[config.mk]
export PLATFORM = sky130hd
export DESIGN_NAME = axil_cmd_master_flat
export DESIGN_NICKNAME = d
export VERILOG_FILES = /design/src/rtl/axil_pkg.sv /design/src/rtl/axil_cmd_master_if.sv /design/src/rtl/axil_cmd_master.sv /design/src/flat_wrapper.sv
export SDC_FILE = /design/constraint.sdc
export NUM_CORES = 1
export LEC_CHECK = 0
export ABC_CLOCK_PERIOD_IN_PS = 6300
export CAP_MARGIN = 20
export CORE_ASPECT_RATIO = 0.7
export CORE_MARGIN = 2
export CORE_UTILIZATION = 41
export DETAILED_ROUTE_END_ITERATION = 7
export GPL_TIMING_DRIVEN = 1
export MAX_ROUTING_LAYER = met4
export PLACE_DENSITY = 0.92
export SETUP_SLACK_MARGIN = 0.15
export SLEW_MARGIN = 30
export SYNTH_ARGS = -nofsm -noshare
export SYNTH_HDL_FRONTEND = slang
export SYNTH_SLANG_ARGS = --single-unit
[constraint.sdc]
create_clock -name clk -period 6.3 [get_ports clk]
set_input_delay 0.63 -clock clk [delete_from_list [all_inputs] [get_ports clk]]
set_output_delay 0.63 -clock clk [all_outputs]
set_load 0.02 [all_outputs]
[src/rtl/axil_pkg.sv]
// Shared definitions for the AXI4-Lite command master: FSM states, response
// codes and the register map of the control/status slave it talks to.
package axil_pkg;

    typedef enum logic [2:0] {
        ST_IDLE,
        ST_WRITE,
        ST_WRESP,
        ST_RADDR,
        ST_RDATA,
        ST_RSP
    } state_e;

    localparam logic [1:0] RESP_OKAY   = 2'b00;
    localparam logic [1:0] RESP_EXOKAY = 2'b01;
    localparam logic [1:0] RESP_SLVERR = 2'b10;
    localparam logic [1:0] RESP_DECERR = 2'b11;

    localparam logic [31:0] REG_CTRL    = 32'h0000_0000;
    localparam logic [31:0] REG_CONTROL = 32'h0000_0010;

    // States in which the master is stalled on the slave.
    function automatic logic is_wait_state(input state_e s);
        return (s == ST_WRITE) || (s == ST_WRESP) || (s == ST_RADDR) || (s == ST_RDATA);
    endfunction

endpackage

[src/rtl/axil_cmd_master_if.sv]
// Command/response handshake plus the five AXI4-Lite channels of the master.
// The master modport is the view of axil_cmd_master itself.
interface axil_cmd_master_if;

    logic        cmd_valid;
    logic        cmd_ready;
    logic        cmd_write;
    logic [31:0] cmd_addr;
    logic [31:0] cmd_wdata;
    logic [3:0]  cmd_wstrb;

    logic        rsp_valid;
    logic        rsp_ready;
    logic [31:0] rsp_data;
    logic [1:0]  rsp_resp;
    logic        rsp_write;

    logic [31:0] M_AXI_AWADDR;
    logic [2:0]  M_AXI_AWPROT;
    logic        M_AXI_AWVALID;
    logic        M_AXI_AWREADY;
    logic [31:0] M_AXI_WDATA;
    logic [3:0]  M_AXI_WSTRB;
    logic        M_AXI_WVALID;
    logic        M_AXI_WREADY;
    logic [1:0]  M_AXI_BRESP;
    logic        M_AXI_BVALID;
    logic        M_AXI_BREADY;
    logic [31:0] M_AXI_ARADDR;
    logic [2:0]  M_AXI_ARPROT;
    logic        M_AXI_ARVALID;
    logic        M_AXI_ARREADY;
    logic [31:0] M_AXI_RDATA;
    logic [1:0]  M_AXI_RRESP;
    logic        M_AXI_RVALID;
    logic        M_AXI_RREADY;

    modport master (
        input  cmd_valid, cmd_write, cmd_addr, cmd_wdata, cmd_wstrb,
        output cmd_ready,
        output rsp_valid, rsp_data, rsp_resp, rsp_write,
        input  rsp_ready,
        output M_AXI_AWADDR, M_AXI_AWPROT, M_AXI_AWVALID,
        input  M_AXI_AWREADY,
        output M_AXI_WDATA, M_AXI_WSTRB, M_AXI_WVALID,
        input  M_AXI_WREADY,
        input  M_AXI_BRESP, M_AXI_BVALID,
        output M_AXI_BREADY,
        output M_AXI_ARADDR, M_AXI_ARPROT, M_AXI_ARVALID,
        input  M_AXI_ARREADY,
        input  M_AXI_RDATA, M_AXI_RRESP, M_AXI_RVALID,
        output M_AXI_RREADY
    );

    modport slave (
        output cmd_valid, cmd_write, cmd_addr, cmd_wdata, cmd_wstrb,
        input  cmd_ready,
        input  rsp_valid, rsp_data, rsp_resp, rsp_write,
        output rsp_ready,
        input  M_AXI_AWADDR, M_AXI_AWPROT, M_AXI_AWVALID,
        output M_AXI_AWREADY,
        input  M_AXI_WDATA, M_AXI_WSTRB, M_AXI_WVALID,
        output M_AXI_WREADY,
        output M_AXI_BRESP, M_AXI_BVALID,
        input  M_AXI_BREADY,
        input  M_AXI_ARADDR, M_AXI_ARPROT, M_AXI_ARVALID,
        output M_AXI_ARREADY,
        output M_AXI_RDATA, M_AXI_RRESP, M_AXI_RVALID,
        input  M_AXI_RREADY
    );

endinterface

[src/rtl/axil_cmd_master.sv]
// AXI4-Lite master: one register command in, one AXI-Lite transaction out,
// one response back. Only a single command is ever outstanding.
module axil_cmd_master
    import axil_pkg::*;
#(
    parameter int TIMEOUT = 1024
) (
    input  logic              clk,
    input  logic              rst,
    axil_cmd_master_if.master bus,
    output logic              busy,
    output logic              timeout
);

    localparam int              CNT_W   = $clog2(TIMEOUT + 2);
    localparam logic [CNT_W-1:0] CNT_MAX = CNT_W'(TIMEOUT);

    state_e           state_q, state_d;
    logic             awvalid_q, awvalid_d;
    logic             wvalid_q, wvalid_d;
    logic             arvalid_q, arvalid_d;
    logic [CNT_W-1:0] cnt_q, cnt_d;
    logic             timeout_q, timeout_d;
    logic [31:0]      rsp_data_q, rsp_data_d;
    logic [1:0]       rsp_resp_q, rsp_resp_d;
    logic             rsp_write_q, rsp_write_d;
    logic [31:0]      addr_q, addr_d;
    logic [31:0]      wdata_q, wdata_d;
    logic [3:0]       wstrb_q, wstrb_d;

    always_comb begin
        state_d     = state_q;
        awvalid_d   = awvalid_q;
        wvalid_d    = wvalid_q;
        arvalid_d   = arvalid_q;
        cnt_d       = cnt_q;
        timeout_d   = timeout_q;
        rsp_data_d  = rsp_data_q;
        rsp_resp_d  = rsp_resp_q;
        rsp_write_d = rsp_write_q;
        addr_d      = addr_q;
        wdata_d     = wdata_q;
        wstrb_d     = wstrb_q;

        unique case (state_q)
            ST_IDLE: begin
                if (bus.cmd_valid) begin
                    addr_d      = bus.cmd_addr;
                    wdata_d     = bus.cmd_wdata;
                    wstrb_d     = bus.cmd_wstrb;
                    rsp_write_d = bus.cmd_write;
                    cnt_d       = '0;
                    if (bus.cmd_write) begin
                        state_d   = ST_WRITE;
                        awvalid_d = 1'b1;
                        wvalid_d  = 1'b1;
                    end else begin
                        state_d   = ST_RADDR;
                        arvalid_d = 1'b1;
                    end
                end
            end
            ST_WRITE: begin
                // AW and W retire independently; leave once neither is pending.
                if (awvalid_q && bus.M_AXI_AWREADY) awvalid_d = 1'b0;
                if (wvalid_q && bus.M_AXI_WREADY)   wvalid_d  = 1'b0;
                if (!awvalid_d && !wvalid_d)        state_d   = ST_WRESP;
            end
            ST_WRESP: begin
                if (bus.M_AXI_BVALID) begin
                    rsp_resp_d = bus.M_AXI_BRESP;
                    rsp_data_d = '0;
                    state_d    = ST_RSP;
                end
            end
            ST_RADDR: begin
                if (bus.M_AXI_ARREADY) begin
                    arvalid_d = 1'b0;
                    state_d   = ST_RDATA;
                end
            end
            ST_RDATA: begin
                if (bus.M_AXI_RVALID) begin
                    rsp_data_d = bus.M_AXI_RDATA;
                    rsp_resp_d = bus.M_AXI_RRESP;
                    state_d    = ST_RSP;
                end
            end
            ST_RSP: begin
                if (bus.rsp_ready) state_d = ST_IDLE;
            end
            default: state_d = ST_IDLE;
        endcase

        // Timeout only flags a slow slave; the transfer keeps waiting since
        // withdrawing VALID would break the protocol.
        if (is_wait_state(state_q) && (cnt_q != CNT_MAX)) cnt_d = cnt_q + 1'b1;
        if ((TIMEOUT != 0) && is_wait_state(state_q) && (cnt_d == CNT_MAX)) timeout_d = 1'b1;
    end

    always_ff @(posedge clk) begin
        if (rst) begin
            state_q     <= ST_IDLE;
            awvalid_q   <= 1'b0;
            wvalid_q    <= 1'b0;
            arvalid_q   <= 1'b0;
            cnt_q       <= '0;
            timeout_q   <= 1'b0;
            rsp_data_q  <= '0;
            rsp_resp_q  <= RESP_OKAY;
            rsp_write_q <= 1'b0;
        end else begin
            state_q     <= state_d;
            awvalid_q   <= awvalid_d;
            wvalid_q    <= wvalid_d;
            arvalid_q   <= arvalid_d;
            cnt_q       <= cnt_d;
            timeout_q   <= timeout_d;
            rsp_data_q  <= rsp_data_d;
            rsp_resp_q  <= rsp_resp_d;
            rsp_write_q <= rsp_write_d;
        end
    end

    // Payload registers only change at command acceptance, so no reset needed.
    always_ff @(posedge clk) begin
        addr_q  <= addr_d;
        wdata_q <= wdata_d;
        wstrb_q <= wstrb_d;
    end

    assign bus.cmd_ready     = (state_q == ST_IDLE);
    assign bus.rsp_valid     = (state_q == ST_RSP);
    assign bus.rsp_data      = rsp_data_q;
    assign bus.rsp_resp      = rsp_resp_q;
    assign bus.rsp_write     = rsp_write_q;

    assign bus.M_AXI_AWADDR  = addr_q;
    assign bus.M_AXI_AWPROT  = 3'b000;
    assign bus.M_AXI_AWVALID = awvalid_q;
    assign bus.M_AXI_WDATA   = wdata_q;
    assign bus.M_AXI_WSTRB   = wstrb_q;
    assign bus.M_AXI_WVALID  = wvalid_q;
    assign bus.M_AXI_BREADY  = (state_q == ST_WRESP);
    assign bus.M_AXI_ARADDR  = addr_q;
    assign bus.M_AXI_ARPROT  = 3'b000;
    assign bus.M_AXI_ARVALID = arvalid_q;
    assign bus.M_AXI_RREADY  = (state_q == ST_RDATA);

    assign busy    = (state_q != ST_IDLE);
    assign timeout = timeout_q;

endmodule

[src/flat_wrapper.sv]
// flat-port wrapper written by rule: the top's interface ports become plain ports
module axil_cmd_master_flat import axil_pkg::*;
#(
    parameter int TIMEOUT = 1024
)
  (clk, rst, busy, timeout, bus_cmd_valid, bus_cmd_write, bus_cmd_addr, bus_cmd_wdata, bus_cmd_wstrb, bus_cmd_ready, bus_rsp_valid, bus_rsp_data, bus_rsp_resp, bus_rsp_write, bus_rsp_ready, bus_M_AXI_AWADDR, bus_M_AXI_AWPROT, bus_M_AXI_AWVALID, bus_M_AXI_AWREADY, bus_M_AXI_WDATA, bus_M_AXI_WSTRB, bus_M_AXI_WVALID, bus_M_AXI_WREADY, bus_M_AXI_BRESP, bus_M_AXI_BVALID, bus_M_AXI_BREADY, bus_M_AXI_ARADDR, bus_M_AXI_ARPROT, bus_M_AXI_ARVALID, bus_M_AXI_ARREADY, bus_M_AXI_RDATA, bus_M_AXI_RRESP, bus_M_AXI_RVALID, bus_M_AXI_RREADY);
  axil_cmd_master_if bus_i ();
  input  logic clk;
  input  logic rst;
  output logic busy;
  output logic timeout;
  input wire logic [$bits(bus_i.cmd_valid)-1:0] bus_cmd_valid;
  input wire logic [$bits(bus_i.cmd_write)-1:0] bus_cmd_write;
  input wire logic [$bits(bus_i.cmd_addr)-1:0] bus_cmd_addr;
  input wire logic [$bits(bus_i.cmd_wdata)-1:0] bus_cmd_wdata;
  input wire logic [$bits(bus_i.cmd_wstrb)-1:0] bus_cmd_wstrb;
  output wire logic [$bits(bus_i.cmd_ready)-1:0] bus_cmd_ready;
  output wire logic [$bits(bus_i.rsp_valid)-1:0] bus_rsp_valid;
  output wire logic [$bits(bus_i.rsp_data)-1:0] bus_rsp_data;
  output wire logic [$bits(bus_i.rsp_resp)-1:0] bus_rsp_resp;
  output wire logic [$bits(bus_i.rsp_write)-1:0] bus_rsp_write;
  input wire logic [$bits(bus_i.rsp_ready)-1:0] bus_rsp_ready;
  output wire logic [$bits(bus_i.M_AXI_AWADDR)-1:0] bus_M_AXI_AWADDR;
  output wire logic [$bits(bus_i.M_AXI_AWPROT)-1:0] bus_M_AXI_AWPROT;
  output wire logic [$bits(bus_i.M_AXI_AWVALID)-1:0] bus_M_AXI_AWVALID;
  input wire logic [$bits(bus_i.M_AXI_AWREADY)-1:0] bus_M_AXI_AWREADY;
  output wire logic [$bits(bus_i.M_AXI_WDATA)-1:0] bus_M_AXI_WDATA;
  output wire logic [$bits(bus_i.M_AXI_WSTRB)-1:0] bus_M_AXI_WSTRB;
  output wire logic [$bits(bus_i.M_AXI_WVALID)-1:0] bus_M_AXI_WVALID;
  input wire logic [$bits(bus_i.M_AXI_WREADY)-1:0] bus_M_AXI_WREADY;
  input wire logic [$bits(bus_i.M_AXI_BRESP)-1:0] bus_M_AXI_BRESP;
  input wire logic [$bits(bus_i.M_AXI_BVALID)-1:0] bus_M_AXI_BVALID;
  output wire logic [$bits(bus_i.M_AXI_BREADY)-1:0] bus_M_AXI_BREADY;
  output wire logic [$bits(bus_i.M_AXI_ARADDR)-1:0] bus_M_AXI_ARADDR;
  output wire logic [$bits(bus_i.M_AXI_ARPROT)-1:0] bus_M_AXI_ARPROT;
  output wire logic [$bits(bus_i.M_AXI_ARVALID)-1:0] bus_M_AXI_ARVALID;
  input wire logic [$bits(bus_i.M_AXI_ARREADY)-1:0] bus_M_AXI_ARREADY;
  input wire logic [$bits(bus_i.M_AXI_RDATA)-1:0] bus_M_AXI_RDATA;
  input wire logic [$bits(bus_i.M_AXI_RRESP)-1:0] bus_M_AXI_RRESP;
  input wire logic [$bits(bus_i.M_AXI_RVALID)-1:0] bus_M_AXI_RVALID;
  output wire logic [$bits(bus_i.M_AXI_RREADY)-1:0] bus_M_AXI_RREADY;
  assign bus_i.cmd_valid = bus_cmd_valid;
  assign bus_i.cmd_write = bus_cmd_write;
  assign bus_i.cmd_addr = bus_cmd_addr;
  assign bus_i.cmd_wdata = bus_cmd_wdata;
  assign bus_i.cmd_wstrb = bus_cmd_wstrb;
  assign bus_cmd_ready = bus_i.cmd_ready;
  assign bus_rsp_valid = bus_i.rsp_valid;
  assign bus_rsp_data = bus_i.rsp_data;
  assign bus_rsp_resp = bus_i.rsp_resp;
  assign bus_rsp_write = bus_i.rsp_write;
  assign bus_i.rsp_ready = bus_rsp_ready;
  assign bus_M_AXI_AWADDR = bus_i.M_AXI_AWADDR;
  assign bus_M_AXI_AWPROT = bus_i.M_AXI_AWPROT;
  assign bus_M_AXI_AWVALID = bus_i.M_AXI_AWVALID;
  assign bus_i.M_AXI_AWREADY = bus_M_AXI_AWREADY;
  assign bus_M_AXI_WDATA = bus_i.M_AXI_WDATA;
  assign bus_M_AXI_WSTRB = bus_i.M_AXI_WSTRB;
  assign bus_M_AXI_WVALID = bus_i.M_AXI_WVALID;
  assign bus_i.M_AXI_WREADY = bus_M_AXI_WREADY;
  assign bus_i.M_AXI_BRESP = bus_M_AXI_BRESP;
  assign bus_i.M_AXI_BVALID = bus_M_AXI_BVALID;
  assign bus_M_AXI_BREADY = bus_i.M_AXI_BREADY;
  assign bus_M_AXI_ARADDR = bus_i.M_AXI_ARADDR;
  assign bus_M_AXI_ARPROT = bus_i.M_AXI_ARPROT;
  assign bus_M_AXI_ARVALID = bus_i.M_AXI_ARVALID;
  assign bus_i.M_AXI_ARREADY = bus_M_AXI_ARREADY;
  assign bus_i.M_AXI_RDATA = bus_M_AXI_RDATA;
  assign bus_i.M_AXI_RRESP = bus_M_AXI_RRESP;
  assign bus_i.M_AXI_RVALID = bus_M_AXI_RVALID;
  assign bus_M_AXI_RREADY = bus_i.M_AXI_RREADY;
  axil_cmd_master #(.TIMEOUT(TIMEOUT)) u_core (.clk(clk), .rst(rst), .bus(bus_i), .busy(busy), .timeout(timeout));
endmodule
# After elaboration in Yosys (flattened, before gate mapping)

Cells that the tools add are included.

Register bits: 121
Word-level logic and storage cells: 77

Add/subtract/negate cells: 1
Equal/unequal tests: 15
Muxes and demuxes: 29
Reduce and logical (&&, ||, !) cells: 20

Operators by type and width:

| kind                                                                    | count |
|---|---|
| 32-bit 2-to-1 mux                                                       | 2 |
| 32-bit case mux with 2 select lines                                     | 1 |
| 11-bit 2-to-1 mux                                                       | 3 |
| 3-bit 2-to-1 mux                                                        | 6 |
| 3-bit case mux with 6 select lines                                      | 1 |
| 2-bit inequality test, second input constant                            | 6 |
| 11-bit by 1-bit adder with 11-bit output, second input constant         | 1 |
| 11-bit == test, second input constant                                   | 1 |
| 11-bit inequality test, second input constant                           | 1 |
| 1-bit 2-to-1 mux                                                        | 9 |
| 3-bit by 2-bit == test with 1-bit output, second input constant         | 2 |
| 3-bit == test, second input constant                                    | 2 |
| 2-bit 2-to-1 mux                                                        | 3 |
| 1-bit case mux with 2 select lines                                      | 3 |
| 3-bit AND reduction                                                     | 2 |
| 6-bit AND reduction                                                     | 1 |
| 2-bit nonzero test                                                      | 3 |
| 1-bit logical AND                                                       | 5 |
| 2-bit by 1-bit inequality test with 1-bit output, second input constant | 2 |
| 2-bit case mux with 2 select lines                                      | 1 |
| 4-bit AND reduction                                                     | 1 |
| 3-bit by 1-bit == test with 1-bit output, second input constant         | 1 |
| 3-bit logical NOT                                                       | 1 |
| 1-bit logical OR                                                        | 3 |
| other kinds (3)                                                         | 4 |

# Depth between registers and ports, before layout

Depth in word-level cells: 8
Mapped depth: 8

# Worst setup path after synthesis

OpenSTA, ideal clock, no wires.

Path kind: in2reg
Start: input port bus_cmd_valid
End: register u_core.timeout_q, in the netlist u_core.timeout
Arrival: 3.097 ns
Required time: 6.162 ns
Path slack: 3.065 ns
Stages: 6
Path buffers: 0
Cell sequence: nand2_1 -> clkinv_1 -> o21ai_0 -> o31ai_1 -> nand4_1 -> o32ai_2

Longest elaborated chain between the ends: 5

Ends and longest elaborated chain:

| item                   | line                   | RTL |
|---|---|---|
| start: declaration     | flat_wrapper.sv:12     | `input wire logic [$bits(bus_i.cmd_valid)-1:0] bus_cmd_valid;` |
| 11-bit 2-to-1 mux      | axil_cmd_master.sv:47  | `if (bus.cmd_valid) begin` |
| 11-bit 2-to-1 mux      | axil_cmd_master.sv:45  | `unique case (state_q)` |
| 11-bit 2-to-1 mux      | axil_cmd_master.sv:97  | `if (is_wait_state(state_q) && (cnt_q != CNT_MAX)) cnt_d = cnt_q + 1'b1;` |
| 11-bit == test         | axil_cmd_master.sv:98  | `if ((TIMEOUT != 0) && is_wait_state(state_q) && (cnt_d == CNT_MAX)) timeout_d = 1'b1;` |
| 1-bit logical AND      | axil_cmd_master.sv:98  |  |
| end signal: assignment | axil_cmd_master.sv:118 | `timeout_q <= timeout_d;` |
| end: declaration       | axil_cmd_master.sv:23  | `logic timeout_q, timeout_d;` |

No other way between the ends.
A chain may end at the register's enable or synchronous reset.

# Final worst setup path

Start: register u_core.state_q[2]
End: register u_core.wvalid_q, in the netlist u_core.bus.M_AXI_WVALID

Longest elaborated chain between the ends: 3

Ends and longest elaborated chain:

| item                                                                                 | line                   | RTL |
|---|---|---|
| start: declaration                                                                   | axil_cmd_master.sv:18  | `state_e state_q, state_d;` |
| start signal: assignment                                                             | axil_cmd_master.sv:113 | `state_q <= state_d;` |
| 3-bit by 1-bit == test with 1-bit output / 3-bit logical NOT (equally long branches) | axil_cmd_master.sv:45  |  |
| 2-bit nonzero test (no line) / 2-bit inequality test (equally long branches)         | --                     |  |
| 3-bit AND reduction (no line)                                                        | --                     |  |
| end signal: assignment                                                               | axil_cmd_master.sv:115 | `wvalid_q <= wvalid_d;` |
| end: declaration                                                                     | axil_cmd_master.sv:20  | `logic wvalid_q, wvalid_d;` |

Parallel ways exist; a longest one is shown, timed or not.

==> results.json <==
{
  "synth_area_sq_um": 4618,
  "status": "complete, no violations",
  "p_per_area_nw_per_um2": 414.6,
  "drv_cap": 0,
  "final.setup.tns_ns": 0,
  "worst_pin_slew_ns": 0.6944,
  "dr.pass1.iters": 5,
  "whs_ns": 0.4768,
  "cp_max_fo": 44,
  "max_freq_mhz": 345.1,
  "finalCritPeriodShare": 0.4599,
  "cp.required_ns": 6.61,
  "syn_area_per_cell_sq_um": 12.19,
  "yosysMostFrequentCell": "edfxtp_1",
  "coreArea_sq_um": 11010,
  "die_h_um": 92.80,
  "slowest_stage": "inv_2",
  "end_kind": "flip-flop",
  "ys_seq_area_frac": 0.6719,
  "setup_viol": 0,
  "grt_max_degree": 54,
  "holdBufCountCts": 0,
  "maxSlewHeadroom": 0.5364,
  "grtUsageTotal": 0.2104,
  "critPathMaxStageDelay_ns": 0.60,
  "synthTopCellsByCount": "68 x edfxtp_1, 53 x dfxtp_1, 47 x nor2_1, 38 x buf_4, 33 x a22oi_1",
  "cts_inserted_buffers": 17,
  "die_w_um": 130.9,
  "grt_pass1_vias": 3535,
  "drcViolationCount": 0,
  "grt_pass1_wl_um": 18690,
  "diodes": 0,
  "clockBufferDepth": 2,
  "routed_wirelength_um": 12970,
  "hold_class": "reg2reg",
  "criticalPathCategory": "reg2reg",
  "htreeDepth": 4,
  "drv_slew": 0,
  "startpoint_type": "flip-flop",
  "clock-sinks": 121,
  "period_needed_ns": 2.898,
  "power_leakage_uw": 0.002703,
  "io_buffers": 257,
  "area_growth_pct": 65.46,
  "path_cells": "nor3_2 -> nand2_1 -> inv_2 -> buf_4 -> nand2_1 -> a21oi_1",
  "synth_cells": 379,
  "clk_pin_slew_ns": 0.05,
  "cts-root-buf": "clkbuf_16",
  "synth_top_area_frac": 0.4422,
  "cts_tree": "yes",
  "yosysWarnings": 0,
  "die-area_sq_um": 12140,
  "vias": 3789,
  "place_congestion": 0.9345,
  "fin_nets": 722,
  "synth-edff-count": 68,
  "synthTopCellsByArea": "edfxtp_1 44%, dfxtp_1 23%, buf_4 6.2%, a22oi_1 5.4%, nor2_1 3.8%",
  "detailed_place_hpwl_um": 9774,
  "route.antenna.remaining_nets": 0,
  "synth_cell_types": 48,
  "clock_latency_ns": 0.39,
  "drtIter0Drc": 238,
  "cts_resized": 0,
  "ys.flop_type": "edfxtp_1",
  "postCtsSetupBuffers": 0,
  "rsz0062_at_grt": "false",
  "num_rows": 32,
  "ys_seq_elements": 121,
  "synth_largest_area_cell": "edfxtp_1",
  "overflow": 0,
  "drt-vias-per-instance": 4.908,
  "finalWorstSetupSlack_ns": 3.402,
  "cp.arrival_ns": 3.21,
  "crit_top_cell": "nand2_1",
  "ios": 264,
  "antenna_found_initial": 0,
  "ff2ff_path_depth": 6,
  "wl_per_cell_um": 16.79,
  "holdPathStages": 2,
  "synthArstFlopShare": 0,
  "start_util": 0.4194,
  "drive_above_1_share": 0.06139,
  "ir_worst_vdd_v": 0.0002062,
  "dpl_worst_slack_ns": 3.311,
  "p_total_uw": 3168,
  "finClkSkew_ns": 0.005504,
  "hold_viol": 0
}
## per-stage QoR
step                  util  cell area [sq um]  instances
finish              0.6940               7641        772
global route        0.6940               7641        772
CTS                 0.6938               7639        772
detailed placement  0.6406               7053        740
global placement    0.6405               7052        740
floorplan                -               4637        384
## flip-flops by register name, indices dropped and copies added, names as in the netlist
name,cells
u_core.bus.M_AXI_AWVALID,1
u_core.timeout,1
u_core.bus.M_AXI_WVALID,1
u_core.bus.M_AXI_ARADDR,32
u_core.bus.rsp_data,32
u_core.bus.M_AXI_WDATA,32
u_core.bus.rsp_write,1
u_core.bus.rsp_resp,2
u_core.cnt_q,11
u_core.bus.M_AXI_ARVALID,1
u_core.bus.M_AXI_WSTRB,4
u_core.state_q,3
## where the power goes
| part | internal, uW | switching, uW |
|---|---|---|
| Clock | 616 | 331 |
| Sequential | 1040 | 100 |
| Combinational | 480 | 603 |
## layer usage
layer | wire length [um] | vias to the layer above | track usage
met4 | 253 | 0 | 0.07358
met2 | 6919 | 184 | 0.3607
met3 | 816 | 16 | 0.05199
met5 | 0 | - | -
li1 | - | 1785 | -
met1 | 4975 | 1804 | 0.2413
## cells by family after synthesis
kind of cell               synth area share
DFF                                  0.6719
muxes                              0.008941
buffers and inverters               0.08751
adders and majority gates          0.005418
xor gates and xnor gates           0.007587
and+or+nand+nor                      0.1119
other                             0.0008120
AOI/OAI and AO/OA                    0.1059
## worst max-delay path, delay by kind of cell (launching register included)
family,cells,cell delay (ns)
buffers and inverters,2,1.18
AND/OR/NAND/NOR,3,1.00
AO/OA/AOI/OAI,1,0.14
flip-flops,1,0.48
## final cells by class
class	instances	area [sq um]
Clock buffer	18	429.2
Clock inverter	14	156.4
Fill cell	782	3369
Inverter	11	41.29
Multi-Input combinational cell	196	1135
Sequential cell	121	3103
Tap cell	153	191.4
Timing Repair Buffer	259	2585
## placed cells by master, fill, tap and decap left out, drive strengths merged, types with 3 or more instances in the layout
master	count
nor2	47
clkdlybuf4s50	256
bufinv	3
or3	3
mux2i	3
buf	3
a22oi	33
dfxtp	53
clkinvlp	4
nand2	21
conb	6
nand3	8
edfxtp	68
and3	3
a21oi	21
nor3	11
clkinv	7
nand4	3
clkbuf	18
inv	11
## path summary, 6_finish.rpt
check	endpoint	startpoint	slack, ns
min	u_core.timeout	u_core.timeout	0.48
max reg2reg	u_core.bus.M_AXI_WVALID	u_core.state_q[2]	3.40
min reg2reg	u_core.timeout	u_core.timeout	0.48
max	u_core.bus.M_AXI_WVALID	u_core.state_q[2]	3.40
No activity file was read; power rests on OpenSTA's default activity.
==> RTL edit, RTL diff (config.mk and constraints unchanged) <==
Re-encode `state_e` (6 states) as Gray code, 3 bits wide.
--- a/src/rtl/axil_pkg.sv
+++ b/src/rtl/axil_pkg.sv
@@ -3,12 +3,12 @@
 package axil_pkg;
 
     typedef enum logic [2:0] {
-        ST_IDLE,
-        ST_WRITE,
-        ST_WRESP,
-        ST_RADDR,
-        ST_RDATA,
-        ST_RSP
+        ST_IDLE  = 3'b000,
+        ST_WRITE = 3'b001,
+        ST_WRESP = 3'b011,
+        ST_RADDR = 3'b010,
+        ST_RDATA = 3'b110,
+        ST_RSP   = 3'b111
     } state_e;
 
     localparam logic [1:0] RESP_OKAY   = 2'b00;
Formal check against the unedited RTL: no difference found for any inputs over 10 cycles, from zero or initial values and one cycle with rst high; not proved beyond that.
==> RTL edit against the original RTL <==
Total power decreased by 13%; cell area increased by 0.33%; area after synthesis is 0.62% higher; sequential cell count unchanged; maximum frequency decreased by 3.6%; worst setup slack worse by 0.11 ns; non-clock buffer count stayed put; wire length shrank 2.5%; register-to-register slack better by 0.42 ns; clock skew up 0.0016 ns; utilization is 0.23 points higher; worst hold slack lost 0.0065 ns; critical path depth fell by 2; critical endpoint is now bus_M_AXI_BREADY.
==> RTL edit: results (changes against the original RTL) <==
** Run status
- The flow ran to the end, and the final reports show no timing, DRC or antenna violations.

** Route
- Initial DRC Count :: 206 (-13%)
- The total wirelength of the detailed-routed design was 12.6 mm (-2.5%).
- Pre-antenna DRT Iters :: 4 (-1)
- The met2 routed wirelength is 6.66 mm (-3.8%).
- Detailed-route wire length per cell :: 16.4 µm (-2.1%)
- Wire length the detailed router placed on met1 :: 4.63 mm (-6.9%)

** Yosys
- The register area share after synthesis is 66.8% (-0.42 points).
- Sorting the synthesized cells by area gives the leading types as sky130_fd_sc_hd__edfxtp_1 44%, sky130_fd_sc_hd__dfxtp_1 23%, sky130_fd_sc_hd__buf_4 6.1%.
- Mux cell area share after synthesis :: 1.37% (+0.48 points)
- The post-synthesis adder-cell area fraction came to 0.539% (-0.0034 points).

** GRT
- The global-route met2 utilization came to 36.5% (+0.42 points).
- The global-route total usage across every layer is 20.7% (-0.30 points).
- The largest net degree at the start of global routing was 60 (+11%).
- Grt met1 use :: 22.2% (-1.9 points)
- Met3 track demand over resource :: 7.53% (+2.3 points)
- First-pass GRT wire length :: 19.2 mm (+2.6%)

** Place
- The HPWL after detailed placement is 9.40 mm (-3.8%).
- The number of cells in the design after placement came to 737 (-0.41%).
- Final weighted congestion in routability-driven placement :: 0.943 (+0.88%)

** Critical path
- Biggest fanout along the worst timing path :: 10 (-77%)
- Setup crit start :: u_core.state_q[0]$_SDFFE_PP0P_
- Among cell families on the critical path, the largest total delay comes from simple AND/OR/NAND/NOR gates.
- Worst r2r dst :: u_core.bus.rsp_data[20]$_SDFFE_PP0P_
- The critical path ends at bus_M_AXI_BREADY.
- Slowest stage cell on the critical path :: sky130_fd_sc_hd__clkdlybuf4s50_1

** Finish
- The ratio of cells with drive above 1 in the final layout is 7.47% (+1.3 points).
- Fill cell count :: 754 (-3.6%)
- The final-stage net count came to 719 (-0.42%).

** STA
- Transition time at the pin with the least slew margin :: 0.730 ns (+0.0359 ns)
- Worst hold slack :: 0.470 ns (-0.00653 ns)
- Final worst clock skew :: 0.00707 ns (+0.00157 ns)

** Pwr
- The leakage power of the design was 2.73 nW (+1.1%).
==> RTL edit: cell types whose count changed after synthesis, sizes merged, moves of 4 or more <==
cell,delta
a21oi,-10
nor2,+5
buf,+8
clkbuf,-5
o22ai,+4
==> RTL edit: worst min path at each step <==
| stage | to | cells after the start | start |
|---|---|---|---|
| after floorplan | u_core.cnt_q[1]$_SDFF_PP0_ | 2 | u_core.cnt_q[1]$_SDFF_PP0_ |
| after global placement | u_core.timeout$_SDFFE_PP0P_ | 2 | u_core.timeout$_SDFFE_PP0P_ |
| after detailed placement | u_core.bus.rsp_write$_SDFFE_PP0P_ | 2 | u_core.bus.rsp_write$_SDFFE_PP0P_ |
| after CTS | u_core.bus.rsp_write$_SDFFE_PP0P_ | 2 | u_core.bus.rsp_write$_SDFFE_PP0P_ |
| after global routing | u_core.bus.rsp_write$_SDFFE_PP0P_ | 2 | u_core.bus.rsp_write$_SDFFE_PP0P_ |
| final | u_core.bus.rsp_write$_SDFFE_PP0P_ | 2 | u_core.bus.rsp_write$_SDFFE_PP0P_ |
==> RTL edit: area by class of cell <==
cell class / count / share of cell area, %
timing repair buffer: 259 / 33.7
clock inverter: 14 / 2.42
tap: 153 / 2.50
multi-input combinational: 194 / 14.8
sequential: 121 / 40.5
inverter: 10 / 0.490
clock buffer: 18 / 5.60
==> RTL edit: stage by stage <==
stage	power (mW)	area [µm²]	setup WS, ns
6_report	2.75	7670	3.29
5_1_grt	2.86	7670	3.10
4_1_cts	2.77	7660	3.28
3_5_place_dp	1.76	7050	3.19
3_3_place_gp	1.73	7050	3.31
2_1_floorplan	1.44	4670	3.06
==> RTL edit: power by group <==
part	total (mW)	internal, mW	switching [mW]
Combinational	0.721	0.330	0.391
Clock	1.00	0.634	0.369
Sequential	1.02	0.965	0.0589
